### src/rtl/w_converge_check.sv
// w_converge_check
//   Consumer end of the W-matrix feedback path. Each FastICA iteration it
//   captures a 4x4 signed W matrix. It then scans the matrix one element per
//   cycle against the previous snapshot and finds the maximum absolute element
//   difference. Finally it reports converged / not converged / timeout.
//
//   Optional feature, enabled by defining SIGN_FOLD_EN:
//     A second running maximum of |new + old| is kept. The smaller of the two
//     maxima is used, so W and -W count as the same solution.
//
// Ports
//   clk_c        rising-edge clock
//   rst_c        synchronous active-high reset
//   start_c      new W present on iw11..iw44; sampled only in IDLE
//   iw11..iw44   signed W elements, row-major, WIDTH bits, valid with start_c
//   busy_c       high from the cycle after start is accepted through done_c
//   done_c       one-cycle pulse when the decision outputs update
//   converged_c  decision flag, held until the next done_c or reset
//   timeout_c    sticky: MAX_ITER iterations reached without convergence
//   iter_cnt     completed iterations, saturating at MAX_ITER
//   max_diff     unsigned maximum absolute difference of the last scan
module w_converge_check #(
  parameter int WIDTH    = 26,
  parameter int TOL      = 8,
  parameter int MAX_ITER = 64
) (
  input  logic             clk_c,
  input  logic             rst_c,
  input  logic             start_c,
  input  logic [WIDTH-1:0] iw11, iw12, iw13, iw14,
  input  logic [WIDTH-1:0] iw21, iw22, iw23, iw24,
  input  logic [WIDTH-1:0] iw31, iw32, iw33, iw34,
  input  logic [WIDTH-1:0] iw41, iw42, iw43, iw44,
  output logic             busy_c,
  output logic             done_c,
  output logic             converged_c,
  output logic             timeout_c,
  output logic [6:0]       iter_cnt,
  output logic [WIDTH:0]   max_diff
);

  typedef enum logic [1:0] {IDLE, SCAN, DECIDE} state_t;

  state_t           state, state_nxt;
  logic [WIDTH-1:0] iw_all [16];
  logic [WIDTH-1:0] new_w  [16];
  logic [WIDTH-1:0] old_w  [16];
  logic [3:0]       idx;
  logic [WIDTH:0]   new_ext, old_ext, diff, d, max_d, max_sel;
  logic [6:0]       iter_inc;
  logic             accept, conv_now;
`ifdef SIGN_FOLD_EN
  logic [WIDTH:0]   sum, s, max_s;
`endif

  assign iw_all = '{iw11, iw12, iw13, iw14, iw21, iw22, iw23, iw24,
                    iw31, iw32, iw33, iw34, iw41, iw42, iw43, iw44};

  assign accept   = (state == IDLE) && start_c && !timeout_c;
  assign busy_c   = (state != IDLE) || done_c;
  assign iter_inc = iter_cnt + 7'd1;

  // Sign-extend to WIDTH+1 before subtracting so full-scale opposite signs
  // cannot overflow; the magnitude then always fits unsigned in WIDTH+1.
  always_comb begin
    new_ext = {new_w[idx][WIDTH-1], new_w[idx]};
    old_ext = {old_w[idx][WIDTH-1], old_w[idx]};
    diff    = new_ext - old_ext;
    d       = diff[WIDTH] ? -diff : diff;
`ifdef SIGN_FOLD_EN
    sum     = new_ext + old_ext;
    s       = sum[WIDTH] ? -sum : sum;
    max_sel = (max_s < max_d) ? max_s : max_d;
`else
    max_sel = max_d;
`endif
    conv_now = (iter_cnt != 7'd0) && (max_sel <= (WIDTH+1)'(TOL));
  end

  always_ff @(posedge clk_c) begin
    if (rst_c) state <= IDLE;
    else       state <= state_nxt;
  end

  always_comb begin
    state_nxt = state;
    case (state)
      IDLE:    if (accept) state_nxt = SCAN;
      SCAN:    if (idx == 4'd15) state_nxt = DECIDE;
      DECIDE:  state_nxt = IDLE;
      default: state_nxt = IDLE;
    endcase
  end

  always_ff @(posedge clk_c) begin
    if (rst_c) begin
      done_c      <= 1'b0;
      converged_c <= 1'b0;
      timeout_c   <= 1'b0;
      iter_cnt    <= '0;
      max_diff    <= '0;
      max_d       <= '0;
      idx         <= '0;
`ifdef SIGN_FOLD_EN
      max_s       <= '0;
`endif
      for (int unsigned i = 0; i < 16; i++) begin
        new_w[i] <= '0;
        old_w[i] <= '0;
      end
    end else begin
      done_c <= 1'b0;
      case (state)
        IDLE: begin
          if (accept) begin
            for (int unsigned i = 0; i < 16; i++) new_w[i] <= iw_all[i];
            max_d <= '0;
            idx   <= '0;
`ifdef SIGN_FOLD_EN
            max_s <= '0;
`endif
          end
        end
        SCAN: begin
          // Strict compare: a tie keeps the current maximum.
          if (d > max_d) max_d <= d;
`ifdef SIGN_FOLD_EN
          if (s > max_s) max_s <= s;
`endif
          idx <= idx + 4'd1;
        end
        DECIDE: begin
          max_diff    <= max_sel;
          converged_c <= conv_now;
          for (int unsigned i = 0; i < 16; i++) old_w[i] <= new_w[i];
          if (iter_cnt < 7'(MAX_ITER)) iter_cnt <= iter_inc;
          if ((iter_inc == 7'(MAX_ITER)) && !conv_now) timeout_c <= 1'b1;
          done_c <= 1'b1;
        end
        default: ;
      endcase
    end
  end

endmodule

### config.mk
export PLATFORM = sky130hd
export DESIGN_NAME = w_converge_check
export DESIGN_NICKNAME = d
export VERILOG_FILES = /design/src/rtl/w_converge_check.sv
export SDC_FILE = /design/constraint.sdc
export NUM_CORES = 1
export LEC_CHECK = 0
export CORE_ASPECT_RATIO = 0.7
export CORE_MARGIN = 2
export CORE_UTILIZATION = 35
export DETAILED_ROUTE_END_ITERATION = 16
export PLACE_DENSITY = 0.66
export SKIP_CTS_REPAIR_TIMING = 1
export SLEW_MARGIN = 10
export SYNTH_ARGS = -nofsm -noshare
export SYNTH_HDL_FRONTEND = slang
export SYNTH_SLANG_ARGS = --single-unit
### constraint.sdc
create_clock -name clk_c -period 23.5 [get_ports clk_c]
set_input_delay 4.7 -clock clk_c [delete_from_list [all_inputs] [get_ports clk_c]]
set_output_delay 4.7 -clock clk_c [all_outputs]
set_load 0.02 [all_outputs]
* Yosys cells after proc, flatten, opt, wreduce, memory -nomap -nowiden
Memory sizes are Yosys's and may differ from the RTL's. A register that Yosys moved wholly into a read port is not among the register bits.
Cells that the tools add are included.
** Word-level totals
- RAM bits :: 832
- Output and inout port bits :: 38
- Memories :: 2
- Flip-flop bits (word level) :: 70
** Memories
- new_w :: words 16, width 26, rd ports 17, clocked after Yosys merged registers in 1, write ports 16, RTL line 46 : logic [WIDTH-1:0] new_w [16];
- old_w :: words 16, width 26, rd ports 1, clocked after Yosys merged registers in 1, write ports 16, RTL line 47 : logic [WIDTH-1:0] old_w [16];
** Cells by class
- Add/sub/neg operators :: 4
- Order comparisons :: 3
- Reduce and logical (&&, ||, !) cells :: 16
- Muxes and demuxes :: 54
- Eq/ne operators :: 7
- Bitwise logic cells :: 32
** Operators with widths (count)
- $mux W26 :: 32
- $mux W27 :: 3
- $pmux W27 S2 :: 1
- $or A1 B1 Y1 :: 32
- $gt A27 B27 Y1 :: 1
- $le A27 B4 Y1 const B :: 1
- $neg A27 Y27 :: 1
- $sub A26 B26 Y27 :: 1
- $mux W4 :: 5
- $mux W1 :: 9
- $pmux W4 S2 :: 1
- $reduce_and A2 Y1 :: 4
- $add A7 B1 Y7 const B :: 1
- $eq A7 B7 Y1 const B :: 1
- $lt A7 B7 Y1 const B :: 1
- $reduce_bool A7 Y1 :: 1
- $ne A2 B2 Y1 const B :: 3
- $add A4 B1 Y4 const B :: 1
- $eq A4 B4 Y1 const B :: 1
- $logic_and A1 B1 Y1 :: 4
- $mux W2 :: 2
- $pmux W2 S2 :: 1
- $reduce_bool A2 Y1 :: 2
- $reduce_and A3 Y1 :: 1
- other kinds (5) :: 6

* Longest topological paths before layout
- Depth in word-level cells :: 8
- Mapped depth :: 29
- Mapped depth without buffers :: 24

* Worst setup path after synthesis
OpenSTA, ideal clock, no wires.
- Path kind :: in2reg
- Start :: input port rst_c
- End :: register max_d[17]
- Buffers on the path :: 2
- Setup slack :: 6118 ps
- Cell stages on the path :: 5
- Arrival time :: 17265 ps
- Path through :: clkbuf_1 -> nand2b_1 -> a31oi_1 -> clkbuf_1 -> a22o_1
** RTL lines
- start: declaration :: RTL line 28 : input logic rst_c,
- end signal: assignment :: RTL line 102 : max_d <= '0;
- end signal: assignment :: RTL line 117 : max_d <= '0;
- end signal: assignment :: RTL line 126 : if (d > max_d) max_d <= d;
- end: declaration :: RTL line 49 : logic [WIDTH:0] new_ext, old_ext, diff, d, max_d, max_sel;

==> metrics.md <==
| Metric | Value |
|---|---|
| First drt pass iteration count | 5 |
| Register area | 0.0265 mm^2 |
| Root Buffer | clkbuf_16 |
| Most instantiated cells after synthesis | 832 x edfxtp_1, 524 x and2_1, 318 x nor2b_1, 260 x mux4_2, 155 x clkbuf_1 |
| Syn avg cell area | 15.3 um^2 |
| Top cell type's share of synthesized area | 59.4% |
| Final hold violation count | 0 |
| Congestion Overflow GR | 0 |
| Area of the multi-input gates | 0.0147 mm^2 |
| Final Instance Area | 0.0511 mm^2 |
| CTS tree | done |
| Post-Syn Nets | 3236 |
| Slowest stage cell, crit path | buf_4 |
| Final period utilization | 36.8% |
| Max-cap violations | 0 |
| GRT Total Usage | 16.9% |
| GP Congestion | 0.839 |
| Worst-Skew Late Latency | 0.69 ns |
| Netlist cell types | 64 |
| First-pass GRT wire length | 155000 um |
| IO buf count | 456 |
| Initial Util | 35.3% |
| Synth Warn # | 0 |
| Synth Flop Type | edfxtp_1 |
| Final net count | 3634 |
| Area contributors post-synth | edfxtp_1 59%, mux4_2 14%, and2_1 7.8% |
| Drt drc | 0 |
| Post-route ant nets | 0 |
| Drt total wl | 105000 um |
| Leakage Power | 0.0179 uW |
| Total power | 4100 uW |
| Cell family with most CP delay | compound AO/OA/AOI/OAI gates |
| Die Wd | 418 um |
| Setup crit end kind | flip-flop |
| Sink Count | 906 |
| CP peak stage delay | 0.84 ns |
| Clock Pin Slew Worst Setup and Hold Paths | 0.06 ns |
| FFs w/ async S/R, synth | 0% |
| Placed cell area | 0.0482 mm^2 |
| Post-Syn Area | 0.0421 mm^2 |
| TritonCTS buffer count | 91 |
| Synth Register Bits | 906 |
| Max IR drop VDD | 0.0599 mV |
| Critical path fanouts, max | 60 |
| Rel. slew slack | 26.9% |
| WL per Instance | 21.8 um |
| Skew final | 0.0252 ns |
| Pwr Density | 80.2 mW/mm^2 |
| Initial DRC Count | 2278 |
| Max Slew Vio Count | 0 |
| Fillers | 10700 |
| Worst hold-check path type | reg2reg |
| Mapped Cells | 2758 |
| Ratio of cells with drive above 1 in the final layout | 13.9% |
| # IOs | 457 |
| Largest net degree at the start of global routing | 150 |
| EDFF count, synth | 832 |
| Via density | 5.02 |
| Status | finished, final reports clean |
| Number of global-route vias before repair | 24400 |
| Setup_tns | 0 ns |
| CTS Buffer Depth | 3 |
| Core area | 0.119 mm^2 |
| Post-route core utilization | 42.8% |
| Most frequent cell after synthesis | edfxtp_1 |
| Die Y | 294 um |
| Crit path kind | reg2reg |
| Final Critical Period | 8.64 ns |
| RSZ-0062 raised after global routing | false |
| Area Growth Syn to Fin | 21.5% |
| Crit path buffers/inverters | 3 |
| Cell taking the most area after synthesis | edfxtp_1 |
| Critical Path RT | 24.08 ns |
| Total number of vias | 24100 |
| Register-to-Register Setup Slack | 14.86 ns |
| Num rows | 106 |
| HPWL Detailed | 71800 um |
| Htree depth | 3 |
| Worst Max-Slew Pin Slew | 1.09 ns |
| Startpoint Class | flip-flop |
| Initial antenna violation count | 9 |
| Die area | 0.123 mm^2 |
| Fmax | 0.116 GHz |
| Critical Path AT | 9.22 ns |
| Sequential fraction of the synthesis area | 62.9% |
| Endpoints failing setup | 0 |
cell usage in the layout (no fill, tap or decap), drive strengths merged, types with 13 or more instances in the layout:
cell / count
clkdlybuf4s50: 455
xnor2: 31
a21oi: 57
nand2: 40
a31oi: 20
nor2: 51
clkbuf: 119
o21ai: 27
edfxtp: 832
nor3: 13
a22o: 42
and2: 524
buf: 28
ha: 58
inv: 73
mux4: 260
nand4: 18
xor2: 15
dfxtp: 74
nor2b: 318
nand3: 19
clkinv: 37
area by class of cell:
| cell class | count | area share [%] |
|---|---|---|
| antenna | 3 | 0.0147 |
| clock buffer | 119 | 4.80 |
| clock inverter | 51 | 0.801 |
| inverter | 64 | 0.485 |
| multi-input combinational | 1610 | 28.8 |
| sequential | 906 | 51.8 |
| tap | 1566 | 3.83 |
| timing repair buffer | 483 | 9.43 |
stage by stage:
step / hold WS, ns / setup slack [ns] / std cells
floorplan: 0.450 / 6.12 / 2758
global placement: 0.466 / 14.45 / 4629
detailed placement: 0.466 / 14.39 / 4629
CTS: 0.489 / 14.83 / 4799
global route: 0.514 / 14.18 / 4802
finish: 0.487 / 14.86 / 4802
logic make-up after synthesis:
| kind of cell | Yosys count | share of synthesized area, % |
|---|---|---|
| adders and majority gates | 59 | 1.77 |
| buffers and inverters | 242 | 2.17 |
| AOI/OAI and AO/OA | 213 | 3.50 |
| DFF | 906 | 62.9 |
| xor gates and xnor gates | 46 | 0.957 |
| and+or+nand+nor | 1032 | 14.8 |
| muxes | 260 | 13.9 |
where the power goes:
part           leakage (uW)  switching [uW]  internal, uW
clock network       0.00140             634           768
registers           0.00935            63.7          1890
logic               0.00713             400           344
worst register-to-register path: stages (launching register included):
cell and delay (ns):
dfxtp_4 0.74, buf_4 0.62, buf_4 0.86, mux4_2 0.55
mux4_2 0.49, ha_1 0.61, o211ai_2 0.16, a21oi_2 0.27
o41a_1 0.28, xor2_1 0.14, nor4b_1 0.61, nand4_1 0.28
nor4_1 0.42, a31oi_1 0.17, xnor2_1 0.26, ha_1 0.30
nand4_1 0.10, nor2_1 0.06, o21ai_0 0.07, a31oi_1 0.08
o31ai_1 0.26, o211ai_1 0.19, a31oi_2 0.38, buf_4 0.35
a21oi_1 0.08, a31oi_1 0.19
layer usage:
| metal | global-route usage [%] | vias to the layer above | part of all wire (%) |
|---|---|---|---|
| met4 | 3.96 | 2 | 2.0 |
| met5 | 0 | - | 0.012 |
| li1 | - | 11100 | - |
| met2 | 27.1 | 683 | 48 |
| met3 | 3.41 | 115 | 5.8 |
| met1 | 23.7 | 12200 | 45 |
worst paths after layout:
| path | endpoint | cells past startpoint | from |
|---|---|---|---|
| worst min register to register | converged_c | 1 | converged_c |
| worst min-delay path | converged_c | 1 | converged_c |
| worst max-delay path | max_d[2] | 25 | flip-flop |
| worst max register to register | max_d[2] | 25 | flip-flop |
state kept, by name, indices dropped and copies added (netlist names), named ones only:
name,count
new_w,416
max_d,27
timeout_c,1
done_c,1
converged_c,1
idx,4
state,2
max_diff,27
old_w,416
iter_cnt,7
Power figures use the tool's default switching activity.
